$ cat src/rtl/isag_pkg.sv
// Shared types and bit-permutation helpers for the inverse sheep-and-goats unit.
// Holds the FSM state encoding, the per-stage chain-break selectors and the
// pure functions used by both the control stages and the data stages.
package isag_pkg;

    typedef enum logic [2:0] {
        ST_IDLE = 3'd0,
        ST_C1   = 3'd1,
        ST_C2   = 3'd2,
        ST_C3   = 3'd3,
        ST_D3   = 3'd4,
        ST_D2   = 3'd5,
        ST_D1   = 3'd6,
        ST_DONE = 3'd7
    } state_t;

    // sel[0] breaks the prefix chain before bit 4, sel[1] before bits 2 and 6.
    localparam logic [1:0] SEL_S1 = 2'b00;
    localparam logic [1:0] SEL_S2 = 2'b01;
    localparam logic [1:0] SEL_S3 = 2'b11;

    // Prefix-xor over the control word (restarted at the group boundaries
    // chosen by sel) and derive the pair-swap flags from the even positions.
    function automatic logic [3:0] derive_t(input logic [7:0] w, input logic [1:0] sel);
        logic       acc;
        logic [3:0] t;
        acc = 1'b0;
        t   = '0;
        for (int k = 0; k < 4; k++) begin
            if ((sel[0] && k == 2) || (sel[1] && (k == 1 || k == 3))) begin
                acc = 1'b0;
            end
            acc  = acc ^ w[2*k];
            t[k] = ~acc;
            acc  = acc ^ w[2*k+1];
        end
        return t;
    endfunction

    // Swap bits 2k and 2k+1 wherever t[k] is set.
    function automatic logic [7:0] pair_swap(input logic [7:0] w, input logic [3:0] t);
        logic [7:0] r;
        r = w;
        for (int k = 0; k < 4; k++) begin
            if (t[k]) begin
                r[2*k]   = w[2*k+1];
                r[2*k+1] = w[2*k];
            end
        end
        return r;
    endfunction

    // Interleave the low and high halves: low half to even bits, high half to odd bits.
    function automatic logic [7:0] shuffle(input logic [7:0] w);
        logic [7:0] r;
        for (int i = 0; i < 4; i++) begin
            r[2*i]   = w[i];
            r[2*i+1] = w[i+4];
        end
        return r;
    endfunction

    // Split even bits to the low half and odd bits to the high half.
    function automatic logic [7:0] unshuffle(input logic [7:0] w);
        logic [7:0] r;
        for (int i = 0; i < 4; i++) begin
            r[i]   = w[2*i];
            r[i+4] = w[2*i+1];
        end
        return r;
    endfunction

endpackage

$ cat src/rtl/isag_stage.sv
// One inverse butterfly data stage: shuffle the word, then swap the pairs
// flagged by t. Purely combinational; the top time-multiplexes it over the
// three stage flag registers.
module isag_stage
    import isag_pkg::*;
(
    input  logic [7:0] d,
    input  logic [3:0] t,
    output logic [7:0] q
);

    assign q = pair_swap(shuffle(d), t);

endmodule

$ cat src/rtl/isag_seq.sv
// Sequential 8-bit inverse sheep-and-goats (scatter) unit.
// Three control cycles derive the butterfly flags from the mask, then three
// data cycles undo the gather network in reverse stage order.
// Optional build macro ISAG_SEQ_FWD_EN adds a fwd input that instead applies
// the forward gather during the control cycles and skips the data cycles.
module isag_seq
    import isag_pkg::*;
#(
    parameter int WIDTH = 8
) (
    input  logic             clk,
    input  logic             rst,
    input  logic             in_valid,
    output logic             in_ready,
    input  logic [WIDTH-1:0] in_data,
    input  logic [WIDTH-1:0] in_ctrl,
`ifdef ISAG_SEQ_FWD_EN
    input  logic             fwd,
`endif
    output logic             out_valid,
    input  logic             out_ready,
    output logic [WIDTH-1:0] out_data
);

    if (WIDTH != 8) begin : g_width_check
        $error("isag_seq: only WIDTH=8 is supported");
    end

    state_t           state_q;
    state_t           state_d;
    logic [WIDTH-1:0] data_q;
    logic [WIDTH-1:0] ctrl_q;
    logic [3:0]       t1_q;
    logic [3:0]       t2_q;
    logic [3:0]       t3_q;
    logic             fwd_q;

    logic [1:0]       c_sel;
    logic [3:0]       t_new;
    logic [3:0]       t_mux;
    logic [7:0]       ctrl_next;
    logic [7:0]       fwd_data;
    logic [7:0]       stage_out;

`ifdef ISAG_SEQ_FWD_EN
    // Direction flag captured together with the request.
    always_ff @(posedge clk) begin
        if (rst) begin
            fwd_q <= 1'b0;
        end else if (state_q == ST_IDLE && in_valid) begin
            fwd_q <= fwd;
        end
    end
`else
    assign fwd_q = 1'b0;
`endif

    // Pick the chain-break pattern for the active control stage and the flag
    // register feeding the shared data stage.
    always_comb begin
        c_sel = SEL_S1;
        t_mux = t1_q;
        case (state_q)
            ST_C2:   c_sel = SEL_S2;
            ST_C3:   c_sel = SEL_S3;
            ST_D3:   t_mux = t3_q;
            ST_D2:   t_mux = t2_q;
            default: ;
        endcase
    end

    assign t_new     = derive_t(ctrl_q, c_sel);
    assign ctrl_next = unshuffle(pair_swap(ctrl_q, t_new));
    assign fwd_data  = unshuffle(pair_swap(data_q, t_new));

    isag_stage u_stage (
        .d (data_q),
        .t (t_mux),
        .q (stage_out)
    );

    // State register.
    always_ff @(posedge clk) begin
        if (rst) begin
            state_q <= ST_IDLE;
        end else begin
            state_q <= state_d;
        end
    end

    // Next-state sequencing: three control cycles, then three data cycles
    // (skipped in forward mode), then hold until the result is taken.
    always_comb begin
        state_d = state_q;
        case (state_q)
            ST_IDLE: if (in_valid) state_d = ST_C1;
            ST_C1:   state_d = ST_C2;
            ST_C2:   state_d = ST_C3;
            ST_C3:   state_d = fwd_q ? ST_DONE : ST_D3;
            ST_D3:   state_d = ST_D2;
            ST_D2:   state_d = ST_D1;
            ST_D1:   state_d = ST_DONE;
            ST_DONE: if (out_ready) state_d = ST_IDLE;
            default: state_d = ST_IDLE;
        endcase
    end

    // Handshake outputs decoded from the state.
    always_comb begin
        in_ready  = (state_q == ST_IDLE);
        out_valid = (state_q == ST_DONE);
    end

    // Datapath: latch the request, derive one flag set per control cycle,
    // then run the data word through the shared inverse stage.
    always_ff @(posedge clk) begin
        if (rst) begin
            data_q <= '0;
            ctrl_q <= '0;
            t1_q   <= '0;
            t2_q   <= '0;
            t3_q   <= '0;
        end else begin
            case (state_q)
                ST_IDLE: begin
                    if (in_valid) begin
                        data_q <= in_data;
                        ctrl_q <= in_ctrl;
                    end
                end
                ST_C1: begin
                    t1_q   <= t_new;
                    ctrl_q <= ctrl_next;
                    if (fwd_q) data_q <= fwd_data;
                end
                ST_C2: begin
                    t2_q   <= t_new;
                    ctrl_q <= ctrl_next;
                    if (fwd_q) data_q <= fwd_data;
                end
                ST_C3: begin
                    t3_q   <= t_new;
                    ctrl_q <= ctrl_next;
                    if (fwd_q) data_q <= fwd_data;
                end
                ST_D3, ST_D2, ST_D1: begin
                    data_q <= stage_out;
                end
                default: ;
            endcase
        end
    end

    assign out_data = data_q;

endmodule

$ cat config.mk
export PLATFORM = sky130hd
export DESIGN_NAME = isag_seq
export DESIGN_NICKNAME = d
export VERILOG_FILES = /design/src/rtl/isag_pkg.sv /design/src/rtl/isag_stage.sv /design/src/rtl/isag_seq.sv
export SDC_FILE = /design/constraint.sdc
export NUM_CORES = 1
export LEC_CHECK = 0
export BUFFER_PORTS_ARGS = -buffer_cell sky130_fd_sc_hd__buf_2
export CAP_MARGIN = 20
export CORE_AREA = 2 2 79 74
export DETAILED_ROUTE_END_ITERATION = 16
export DIE_AREA = 0 0 81 76
export PLACE_DENSITY = 0.58
export SETUP_SLACK_MARGIN = 0.15
export SLEW_MARGIN = 15
export SYNTH_ARGS = -nofsm -noshare
export SYNTH_HDL_FRONTEND = slang
export SYNTH_SLANG_ARGS = --single-unit
$ cat constraint.sdc
create_clock -name clk -period 4.7 [get_ports clk]
set_input_delay 0.47 -clock clk [delete_from_list [all_inputs] [get_ports clk]]
set_output_delay 0.47 -clock clk [all_outputs]
set_load 0.05 [all_outputs]
== Yosys cells after proc, flatten, opt, wreduce, memory -nomap -nowiden ==
Cells that the tools add are included.

* Equal/unequal tests: 12
* Mux-type cells: 20
* Bitwise operators: 10
* Reduce and logical (&&, ||, !) cells: 11

{| class="wikitable"
|+ Operators by type and width
! operator !! count
|-
| $pmux W8 S2 || 2
|-
| $pmux W3 S8 || 1
|-
| $mux W2 || 8
|-
| $mux W8 || 2
|-
| $eq A3 B3 Y1 const B || 4
|-
| $reduce_and A3 Y1 || 3
|-
| $ne A2 B2 Y1 const B || 4
|-
| $pmux W4 S2 || 1
|-
| $eq A3 B2 Y1 const B || 2
|-
| $mux W3 || 2
|-
| $reduce_and A2 Y1 || 3
|-
| $reduce_or A3 Y1 || 2
|-
| $xor A1 B1 Y1 || 6
|-
| $not A1 Y1 || 4
|-
| $pmux W2 S2 || 1
|-
| $reduce_bool A2 Y1 || 2
|-
| $eq A3 B1 Y1 const B || 1
|-
| $logic_not A3 Y1 || 1
|-
| $mux W1 || 3
|-
| $ne A2 B1 Y1 const B || 1
|}

* Register bits: 31
* Input port bits: 20
* Output and inout bits: 10
* Logic and storage cells: 62

== Depth between registers and ports, before layout ==
Gate-level depths: netlist (run 1).

* Depth after elaboration: 12
* Mapped depth: 11
* Mapped depth without buffers: 11

== By module ==
Synthesis (run 1) repeated with hierarchy kept, for this count alone.

* Cells, all modules: 200
* Area total of the unflattened synthesis: 1730.4 µm²

{| class="wikitable"
|+ Modules (own cells, without submodules)
! module !! instances !! cells each !! area each (µm²) !! seq. area each (µm²)
|-
| isag_seq || 1 || 192 || 1625.3 || 620.6
|-
| isag_stage || 1 || 8 || 105.1 || 0.0
|}

== Worst setup path before layout (run 1) ==
No wires, ideal clock.

* Path type: register to register
* Start: reg ctrl_q[0]
* End: reg ctrl_q[7]
* Setup time: 0.086 ns
* Data arrival time: 2.375 ns
* Required time: 4.614 ns
* Path slack: 2.240 ns
* Cell stages (with the launch flop): 12
* Path buffers: 0
* Period minus slack after synthesis: 2.460 ns
* Cell sequence: dfxtp_1 -> inv_1 -> ha_1 -> xnor3_1 -> a21oi_2 -> xnor3_1 -> nor2_1 -> ha_1 -> o21bai_1 -> a21oi_1 -> nor2_1 -> a211oi_1

* Word-level cells in the longest chain between the ends: 11

{| class="wikitable"
|+ Ends and longest elaborated chain
! element !! line !! RTL
|-
| from (decl) || isag_seq.sv:32 || <nowiki>logic [WIDTH-1:0] ctrl_q;</nowiki>
|-
| from (signal assigned) || isag_seq.sv:128 || <nowiki>ctrl_q <= in_ctrl;</nowiki>
|-
| from (signal assigned) || isag_seq.sv:133 || <nowiki>ctrl_q <= ctrl_next;</nowiki>
|-
| from (signal assigned) || isag_seq.sv:138 || <nowiki>ctrl_q <= ctrl_next;</nowiki>
|-
| $xor A1 B1 Y1 || isag_pkg.sv:35 || <nowiki>acc = acc ^ w[2*k+1];</nowiki>
|-
| $mux W1 || isag_pkg.sv:30 || <nowiki>if ((sel[0] && k == 2) || (sel[1] && (k == 1 || k == 3))) begin</nowiki>
|-
| $xor A1 B1 Y1 || isag_pkg.sv:33 || <nowiki>acc = acc ^ w[2*k];</nowiki>
|-
| $xor A1 B1 Y1 || isag_pkg.sv:35 ||
|-
| $mux W1 || isag_pkg.sv:30 ||
|-
| $xor A1 B1 Y1 || isag_pkg.sv:33 ||
|-
| $xor A1 B1 Y1 || isag_pkg.sv:35 ||
|-
| $mux W1 || isag_pkg.sv:30 ||
|-
| $xor A1 B1 Y1 || isag_pkg.sv:33 ||
|-
| $ne A2 B2 Y1 (no line) || - ||
|-
| $reduce_and A3 Y1 (no line) || - ||
|}

Every way passes these cells.
A chain may end at the register's enable or synchronous reset.

== Final worst setup path (run 1) ==
Ends and elaborated chain as after synthesis.

==> impl_metrics.xml, run 1 <==
<?xml version="1.0" encoding="UTF-8"?>
<metrics>
  <group name="cells_and_area">
    <metric name="diodes" unit="">0</metric>
    <metric name="postLayoutCellArea" unit="mm²">0.00190</metric>
    <metric name="area_delta_synth_final" unit="%">14.2</metric>
    <metric name="num-nets-final" unit="">234</metric>
    <metric name="drive_gt1_frac" unit="">0.227</metric>
    <metric name="fill_cells" unit="">591</metric>
  </group>
  <group name="sta">
    <metric name="hold_violations" unit="">0</metric>
    <metric name="period_needed" unit="ns">2.77</metric>
    <metric name="timing.fmax" unit="GHz">0.361</metric>
    <metric name="setup_viol" unit="">0</metric>
    <metric name="worst-slew-pin-transition" unit="ns">0.964</metric>
    <metric name="final.period_utilization" unit="">0.590</metric>
    <metric name="finalClockSkew" unit="ns">0.00204</metric>
    <metric name="relSlewSlack" unit="">0.356</metric>
    <metric name="timing_max_transition_violations_final" unit="">0</metric>
    <metric name="fin_setup_tns" unit="ns">0</metric>
    <metric name="grt_setup_unrepaired" unit="">false</metric>
  </group>
  <group name="floorplanning">
    <metric name="core_region_area" unit="mm²">0.00540</metric>
    <metric name="floorplan.initialDensity" unit="">0.308</metric>
    <metric name="area_enclosed_by_the_die_boundary" unit="mm²">0.00616</metric>
    <metric name="floorplan.die.width" unit="µm">81</metric>
    <metric name="io_pins" unit="">30</metric>
    <metric name="floorplan.die.height" unit="µm">76</metric>
    <metric name="core.rowCount" unit="">26</metric>
  </group>
  <group name="setup_path">
    <metric name="startpoint_type" unit="">register</metric>
    <metric name="critical_path.max_fanout" unit="">6</metric>
    <metric name="worst-r2r-cell-count" unit="">11</metric>
    <metric name="timing.critical_path.to_type" unit="">register</metric>
    <metric name="timing.rr.end" unit="">ctrl_q[7]$_SDFFE_PP0P_</metric>
    <metric name="worst-endpoint-arrival" unit="ns">2.97</metric>
    <metric name="ff2ff_setup_slack" unit="ns">1.93</metric>
    <metric name="r2r-start" unit="">ctrl_q[0]$_SDFFE_PP0P_</metric>
    <metric name="timing.setup.critical_path_class" unit="">reg2reg</metric>
    <metric name="cp_data_required_time" unit="ns">4.90</metric>
  </group>
  <group name="logic_synthesis">
    <metric name="synthesized_area_fraction_occupied_by_xor_and_xnor_cells" unit="">0.0324</metric>
    <metric name="synthesis.nets" unit="">213</metric>
    <metric name="yosysSeqAreaShare" unit="">0.373</metric>
    <metric name="synth_edf_count" unit="">0</metric>
    <metric name="muxShareOfSynthArea" unit="">0.110</metric>
    <metric name="synth_fa_ha_area_frac" unit="">0.0226</metric>
    <metric name="synth.cell_area" unit="mm²">0.00166</metric>
    <metric name="syn_area_per_cell" unit="µm²">8.75</metric>
    <metric name="ys.warnings.count" unit="">0</metric>
    <metric name="dominant_combinational_cell_family_by_area_after_synthesis" unit="">compound AO/OA/AOI/OAI gates</metric>
    <metric name="synth_seq_cells" unit="">31</metric>
    <metric name="postSynth.asyncResetShare" unit="">0</metric>
    <metric name="synth_compound_gate_area_share" unit="">0.217</metric>
    <metric name="synthesis.instances" unit="">190</metric>
    <metric name="synth-simple-area-share" unit="">0.181</metric>
    <metric name="synth-main-ff-cell" unit="">sky130_fd_sc_hd__dfxtp_1</metric>
    <metric name="netlist-cell-type-count" unit="">34</metric>
  </group>
  <group name="drt">
    <metric name="drt-vias-per-instance" unit="">5.14</metric>
    <metric name="wl" unit="µm">3780</metric>
    <metric name="final_antenna_net_count" unit="">0</metric>
    <metric name="wl_per_cell" unit="µm">13.5</metric>
    <metric name="detailroute.via_count" unit="">1445</metric>
    <metric name="drc" unit="">0</metric>
    <metric name="detail_route.first_pass.iterations" unit="">4</metric>
    <metric name="initialDrtViolationCount" unit="">67</metric>
  </group>
  <group name="placed_design">
    <metric name="hpwlAfterDp" unit="µm">2660</metric>
    <metric name="io_buffer_count" unit="">29</metric>
    <metric name="dpl_cell_area" unit="mm²">0.00181</metric>
    <metric name="gp_routability_congestion" unit="">0.759</metric>
  </group>
  <group name="global_routing">
    <metric name="grt_start_max_net_pins" unit="">24</metric>
    <metric name="global_route.overflow_total" unit="">0</metric>
    <metric name="grt_pass1_vias" unit="">1311</metric>
    <metric name="wire_length_of_the_first_global_routing_pass" unit="µm">6330</metric>
    <metric name="grt_use_total" unit="">0.132</metric>
    <metric name="initial_antenna_violation_count" unit="">0</metric>
  </group>
  <group name="clock_tree">
    <metric name="cts_hold_repair.buffers" unit="">0</metric>
    <metric name="cts_max_path_buffers" unit="">2</metric>
    <metric name="clockRootBuffer" unit="">sky130_fd_sc_hd__clkbuf_8</metric>
    <metric name="cts.repair.resized" unit="">0</metric>
    <metric name="cts_tree" unit="">yes</metric>
    <metric name="htreeDepth" unit="">2</metric>
    <metric name="worst_setup_hold_path_clk_slew" unit="ns">0.07</metric>
    <metric name="cts_post_setup_buffers_inserted" unit="">0</metric>
    <metric name="cts.sinks" unit="">31</metric>
    <metric name="clk_latency" unit="ns">0.28</metric>
    <metric name="cts-buffers-inserted" unit="">5</metric>
  </group>
  <group name="hold_path">
    <metric name="whs_path_depth" unit="">2</metric>
    <metric name="min_from" unit="">t1_q[1]$_SDFFE_PP0P_</metric>
    <metric name="hold_path_class" unit="">reg2reg</metric>
    <metric name="end_point_of_the_most_critical_hold_path" unit="">t1_q[1]$_SDFFE_PP0P_</metric>
  </group>
  <group name="status">
    <metric name="run_status" unit="">completed</metric>
  </group>
  <group name="job">
    <metric name="drv_cap" unit="">0</metric>
  </group>
  <group name="power">
    <metric name="power.leakage" unit="µW">0.000780</metric>
    <metric name="vdd_ir_drop_max" unit="mV">0.195</metric>
    <metric name="pwr_density_cell" unit="mW/mm²">426</metric>
  </group>
</metrics>
through the flow:
| stage | cells | power [µW] | hold slack, ns | utilization | setup WS (ns) |
|---|---|---|---|---|---|
| 2_1_floorplan | 190 | 551 | 0.431 | - | 2.24 |
| 3_3_place_gp | 274 | 599 | 0.448 | 0.335 | 2.07 |
| 3_5_place_dp | 274 | 600 | 0.453 | 0.335 | 1.95 |
| 4_1_cts | 281 | 816 | 0.463 | 0.352 | 1.93 |
| 5_1_grt | 281 | 865 | 0.512 | 0.352 | 1.68 |
| 6_report | 281 | 808 | 0.457 | 0.352 | 1.93 |
cells by family after synthesis:
logic type               count (synthesis)
AO/OA/AOI/OAI                           50
XOR/XNOR                                 3
adder cells (fa/ha/maj)                  3
buffers and inverters                   21
flip-flops                              31
multiplexers                            17
AND/OR/NAND/NOR                         65
cells in the mapped netlist, drive strengths merged (2+ instances only):
library cell  number  area share
and3               2      0.0075
mux2i             10       0.060
o21bai             2      0.0090
o221ai             7       0.037
nand2              5       0.011
nor2              35       0.079
ha                 3       0.023
nor4               2      0.0075
dfxtp             31        0.37
buf                7       0.032
nor3              14       0.042
o21ai              5       0.015
a211oi            20       0.090
nor2b              2      0.0075
xnor3              2       0.027
clkbuf             8       0.018
mux2               7       0.050
inv                6       0.014
a21oi             10       0.035
registers in the layout, summed over array words and instances, names as in the netlist:
| name | count |
|---|---|
| out_data | 8 |
| state_q | 3 |
| t3_q | 4 |
| t1_q | 4 |
| t2_q | 4 |
| ctrl_q | 8 |
report_power, final:
part | internal, µW | total, µW | switching, µW | leakage (µW)
clock | 115 | 214 | 99.0 | 0.0000470
sequential | 298 | 339 | 40.8 | 0.000255
combinational | 107 | 256 | 149 | 0.000478
how the worst max path moves through the flow:
stage                                       from                      to  slack, ns
after floorplan           ctrl_q[0]$_SDFFE_PP0P_  ctrl_q[7]$_SDFFE_PP0P_       2.24
after global placement    ctrl_q[0]$_SDFFE_PP0P_  ctrl_q[7]$_SDFFE_PP0P_       2.07
after detailed placement  ctrl_q[0]$_SDFFE_PP0P_  ctrl_q[7]$_SDFFE_PP0P_       1.95
after CTS                 ctrl_q[0]$_SDFFE_PP0P_  ctrl_q[7]$_SDFFE_PP0P_       1.93
after global routing      ctrl_q[0]$_SDFFE_PP0P_  ctrl_q[7]$_SDFFE_PP0P_       1.68
final                     ctrl_q[0]$_SDFFE_PP0P_  ctrl_q[7]$_SDFFE_PP0P_       1.93
worst max-delay path, cell delays in order (launching register included):
cell and delay [ns]:
sky130_fd_sc_hd__dfxtp_1 0.42, sky130_fd_sc_hd__inv_1 0.09, sky130_fd_sc_hd__ha_1 0.40, sky130_fd_sc_hd__xnor3_1 0.28
sky130_fd_sc_hd__a21oi_2 0.22, sky130_fd_sc_hd__xnor3_1 0.25, sky130_fd_sc_hd__nor2_1 0.10, sky130_fd_sc_hd__ha_1 0.29
sky130_fd_sc_hd__o21bai_1 0.18, sky130_fd_sc_hd__a21oi_1 0.21, sky130_fd_sc_hd__nor2_1 0.06, sky130_fd_sc_hd__a211oi_1 0.20
area by class of cell:
cell class | count | area [µm²] | area share
multi-input cells | 138 | 936 | 0.493
flip-flops and latches | 31 | 621 | 0.327
repair buffers | 29 | 145 | 0.0764
well taps | 70 | 87.6 | 0.0461
clock buffers | 6 | 82.6 | 0.0435
inverters | 6 | 22.5 | 0.0119
clock inverters | 1 | 5.00 | 0.00264
layer usage:
metal | up-vias | part of all wire | global-route usage
li1 | 741 | - | -
met1 | 649 | 0.52 | 0.203
met2 | 48 | 0.40 | 0.174
met3 | 7 | 0.060 | 0.0367
met4 | 0 | 0.013 | 0.0458
met5 | - | 0 | 0
cell usage in the layout, fill, tap and decap left out, types with 7 or more instances in the layout:
cell / instances
sky130_fd_sc_hd__nor2_1: 35
sky130_fd_sc_hd__dfxtp_1: 31
sky130_fd_sc_hd__buf_2: 29
sky130_fd_sc_hd__a211oi_1: 20
sky130_fd_sc_hd__nor3_1: 14
sky130_fd_sc_hd__mux2i_1: 10
sky130_fd_sc_hd__a21oi_1: 8
sky130_fd_sc_hd__o221ai_1: 7
No activity file was read; power rests on OpenSTA's default activity.
==> inputs of run 2 (changes only) <==
- ABC_AREA: unset -> 1
- CORE_AREA: 2 2 79 74 -> 2 2 78 72
- DIE_AREA: 0 0 81 76 -> 0 0 80 74
- PLACE_DENSITY: 0.58 -> 0.6
- clock period: 4.7 -> 2.23 ns (I/O delays scaled with it)
==> impl_metrics.xml, run 2 <==
<?xml version="1.0" encoding="UTF-8"?>
<metrics>
  <group name="clock_tree">
    <metric name="clockRootBuffer" unit="">sky130_fd_sc_hd__clkbuf_8</metric>
    <metric name="cts_tree" unit="">yes</metric>
    <metric name="cts.sinks" unit="">31</metric>
    <metric name="worst_setup_hold_path_clk_slew" unit="ns">0.07</metric>
    <metric name="cts_max_path_buffers" unit="">2</metric>
    <metric name="clk_latency" unit="ns">0.28</metric>
    <metric name="cts-buffers-inserted" unit="">5</metric>
    <metric name="htreeDepth" unit="">2</metric>
  </group>
  <group name="setup_path">
    <metric name="critical_path.max_fanout" unit="">3</metric>
    <metric name="timing.critical_path.to_type" unit="">register</metric>
    <metric name="cp_data_required_time" unit="ns">2.41</metric>
    <metric name="startpoint_type" unit="">register</metric>
    <metric name="crit_path_frequent_cell" unit="">sky130_fd_sc_hd__nand2_2</metric>
    <metric name="path_cells" unit="">inv_2, ha_4, nand2_2, nand2_2, nand2_2, nand2_2, nand3_2, nand2_2, nand2_2, buf_4, buf_6, buf_4, buf_4, buf_4, buf_4, buf_6, o21ai_2, inv_1</metric>
    <metric name="worst-endpoint-arrival" unit="ns">2.43</metric>
    <metric name="crit_path_top_delay_cell" unit="">sky130_fd_sc_hd__dfxtp_2</metric>
    <metric name="timing.setup.critical_path_class" unit="">reg2reg</metric>
    <metric name="critPathMaxStageDelay" unit="ns">0.34</metric>
    <metric name="crit_family" unit="">buffers and inverters</metric>
    <metric name="critical_path.n_buffers_inverters" unit="">9</metric>
  </group>
  <group name="global_routing">
    <metric name="grtUsageMet3" unit="">0.0400</metric>
    <metric name="grt_pass1_vias" unit="">1407</metric>
    <metric name="grt_start_max_net_pins" unit="">16</metric>
    <metric name="use_met1" unit="">0.214</metric>
    <metric name="initial_antenna_violation_count" unit="">0</metric>
    <metric name="use_met2" unit="">0.218</metric>
    <metric name="wire_length_of_the_first_global_routing_pass" unit="µm">6770</metric>
    <metric name="global_route.overflow_total" unit="">0</metric>
    <metric name="top_usage_layer" unit="">met2</metric>
    <metric name="grt_use_total" unit="">0.149</metric>
  </group>
  <group name="power">
    <metric name="sw_frac_of_total" unit="">0.381</metric>
    <metric name="vdd_ir_drop_max" unit="mV">0.501</metric>
    <metric name="power.sequential.fraction" unit="">0.343</metric>
    <metric name="power.leakage" unit="µW">0.000932</metric>
    <metric name="clock_power_share" unit="">0.239</metric>
    <metric name="pwr_density_cell" unit="mW/mm²">997</metric>
    <metric name="pint" unit="µW">1280</metric>
    <metric name="p_switching" unit="µW">784</metric>
    <metric name="power.share.combinational" unit="">0.419</metric>
  </group>
  <group name="logic_synthesis">
    <metric name="synthMostInstantiatedCell" unit="">sky130_fd_sc_hd__nand2_1</metric>
    <metric name="syn_area_per_cell" unit="µm²">7.03</metric>
    <metric name="postSynth.asyncResetShare" unit="">0</metric>
    <metric name="synth_seq_cells" unit="">31</metric>
    <metric name="synth_edf_count" unit="">0</metric>
    <metric name="synth.cell_area" unit="mm²">0.00158</metric>
    <metric name="synth_top_area_frac" unit="">0.392</metric>
    <metric name="synth-main-ff-cell" unit="">sky130_fd_sc_hd__dfxtp_1</metric>
    <metric name="synth.area.top_cells" unit="">sky130_fd_sc_hd__dfxtp_1, sky130_fd_sc_hd__a21oi_1, sky130_fd_sc_hd__o21ai_0</metric>
    <metric name="ys.warnings.count" unit="">0</metric>
    <metric name="synthesis.nets" unit="">248</metric>
    <metric name="synthesis.instances" unit="">225</metric>
    <metric name="netlist-cell-type-count" unit="">25</metric>
    <metric name="ys_top_cells_by_count" unit="">sky130_fd_sc_hd__nand2_1, sky130_fd_sc_hd__a21oi_1, sky130_fd_sc_hd__dfxtp_1, sky130_fd_sc_hd__inv_1, sky130_fd_sc_hd__o21ai_0</metric>
    <metric name="yosysSeqAreaShare" unit="">0.392</metric>
    <metric name="netlist.top_cell.by_area" unit="">sky130_fd_sc_hd__dfxtp_1</metric>
  </group>
  <group name="drt">
    <metric name="drc" unit="">0</metric>
    <metric name="wl" unit="µm">4350</metric>
    <metric name="initialDrtViolationCount" unit="">75</metric>
    <metric name="final_antenna_net_count" unit="">0</metric>
    <metric name="detail_route.first_pass.iterations" unit="">4</metric>
    <metric name="detailroute.via_count" unit="">1641</metric>
    <metric name="wl_per_cell" unit="µm">12.8</metric>
    <metric name="drt-vias-per-instance" unit="">4.81</metric>
  </group>
  <group name="cells_and_area">
    <metric name="num-nets-final" unit="">296</metric>
    <metric name="diodes" unit="">0</metric>
    <metric name="most-common-layout-cells" unit="">sky130_fd_sc_hd__a21oi_1, sky130_fd_sc_hd__nand2_1, sky130_fd_sc_hd__dfxtp_1, sky130_fd_sc_hd__buf_2, sky130_fd_sc_hd__o21ai_0</metric>
    <metric name="drive_gt1_frac" unit="">0.318</metric>
    <metric name="commonest_non_fill_non_tap_cell_in_the_layout" unit="">sky130_fd_sc_hd__a21oi_1</metric>
    <metric name="area_delta_synth_final" unit="%">30.6</metric>
    <metric name="postLayoutCellArea" unit="mm²">0.00207</metric>
    <metric name="fill_cells" unit="">573</metric>
  </group>
  <group name="floorplanning">
    <metric name="floorplan.die.height" unit="µm">74</metric>
    <metric name="area_enclosed_by_the_die_boundary" unit="mm²">0.00592</metric>
    <metric name="core_region_area" unit="mm²">0.00513</metric>
    <metric name="core.rowCount" unit="">25</metric>
    <metric name="io_pins" unit="">30</metric>
    <metric name="floorplan.initialDensity" unit="">0.308</metric>
    <metric name="floorplan.die.width" unit="µm">80</metric>
  </group>
  <group name="status">
    <metric name="run_status" unit="">complete, but fails checks</metric>
    <metric name="violations" unit="">negative setup slack</metric>
  </group>
  <group name="sta">
    <metric name="final.period_utilization" unit="">1.01</metric>
    <metric name="period_needed" unit="ns">2.26</metric>
    <metric name="worst_slack" unit="ns">-0.0280</metric>
    <metric name="grt_setup_unrepaired" unit="">true</metric>
    <metric name="timing_max_transition_violations_final" unit="">0</metric>
    <metric name="hold_violations" unit="">0</metric>
    <metric name="timing.fmax" unit="GHz">0.443</metric>
    <metric name="worst-slew-pin-transition" unit="ns">0.355</metric>
    <metric name="setup_viol" unit="">1</metric>
    <metric name="relSlewSlack" unit="">0.762</metric>
    <metric name="finalClockSkew" unit="ns">0.00786</metric>
  </group>
  <group name="placed_design">
    <metric name="io_buffer_count" unit="">29</metric>
    <metric name="gp_routability_congestion" unit="">0.820</metric>
    <metric name="dp_worst_setup_slack" unit="ns">-0.00835</metric>
    <metric name="dpl_cell_area" unit="mm²">0.00184</metric>
    <metric name="hpwlAfterDp" unit="µm">3110</metric>
  </group>
  <group name="job">
    <metric name="drv_cap" unit="">0</metric>
  </group>
  <group name="hold_path">
    <metric name="hold_path_class" unit="">in2reg</metric>
  </group>
</metrics>
-- run 2: cell count changes after synthesis, sizes merged, moves of 6 or more --
cell | before | now
a211oi | 20 | 3
o21ai | 5 | 42
nand3 | 1 | 7
nor3 | 14 | 5
mux2 | 7 | 0
mux2i | 10 | 0
nand2 | 5 | 39
a21oi | 10 | 31
nor2 | 35 | 9
inv | 6 | 38
-- run 2: worst min-delay path: stages --
cell,delay [ns]
sky130_fd_sc_hd__buf_2,0.09
sky130_fd_sc_hd__nand2_1,0.05
sky130_fd_sc_hd__a31oi_1,0.07
-- run 2: power groups by stage --
stage	combinational (µW)	clock, µW	sequential (µW)
2_1_floorplan	413	0	773
3_3_place_gp	644	0	712
3_5_place_dp	651	0	713
4_1_cts	767	502	705
5_1_grt	953	529	714
6_report	862	491	706
-- run 2: layout make-up --
cell class,instances,area (µm²),area share
Multi-Input combinational cell,151,836,0.405
Sequential cell,31,623,0.302
Tap cell,67,83.8,0.0406
Timing Repair Buffer,46,280,0.136
Clock buffer,8,100,0.0485
Inverter,38,143,0.0690
-- run 2: final timing paths --
check	start	end	slack, ns	cells after the start
worst max register to register	ctrl_q[1]$_SDFFE_PP0P_	t1_q[2]$_SDFFE_PP0P_	-0.03	18
worst min-delay path	in_ctrl[3]	ctrl_q[3]$_SDFFE_PP0P_	0.20	3
worst max-delay path	ctrl_q[1]$_SDFFE_PP0P_	t1_q[2]$_SDFFE_PP0P_	-0.03	18
worst min register to register	t1_q[0]$_SDFFE_PP0P_	t1_q[0]$_SDFFE_PP0P_	0.45	2
-- run 2: through the flow --
step,total power (µW),util,cells,setup TNS (ns),hold slack [ns]
floorplan,1190,-,225,0,0.384
global placement,1360,0.359,323,0,0.434
detailed placement,1360,0.359,323,-0.00835,0.438
CTS,1970,0.393,338,0,0.201
global route,2200,0.403,341,-0.469,0.209
finish,2060,0.403,341,-0.0280,0.201
-- run 2: what timing repair did --
| item | CTS | global route |
|---|---|---|
| pin swaps | 5 | 7 |
| endpoints found under the setup margin | 4 | 5 |
| setup buffers | 7 | 3 |
| hold buffers | 0 | 0 |
| resized for setup | 8 | 8 |
-- run 2: cell families after synthesis --
logic type                 synth area share
DFF                                   0.392
buffers and inverters                 0.103
and+or+nand+nor                       0.188
AOI/OAI and AO/OA                     0.293
adders and majority gates            0.0237
-- run 2: routing by layer --
metal,vias up,share of wire
li1,858,-
met5,-,0
met1,754,0.51
met2,25,0.45
met3,4,0.037
met4,0,0.0071
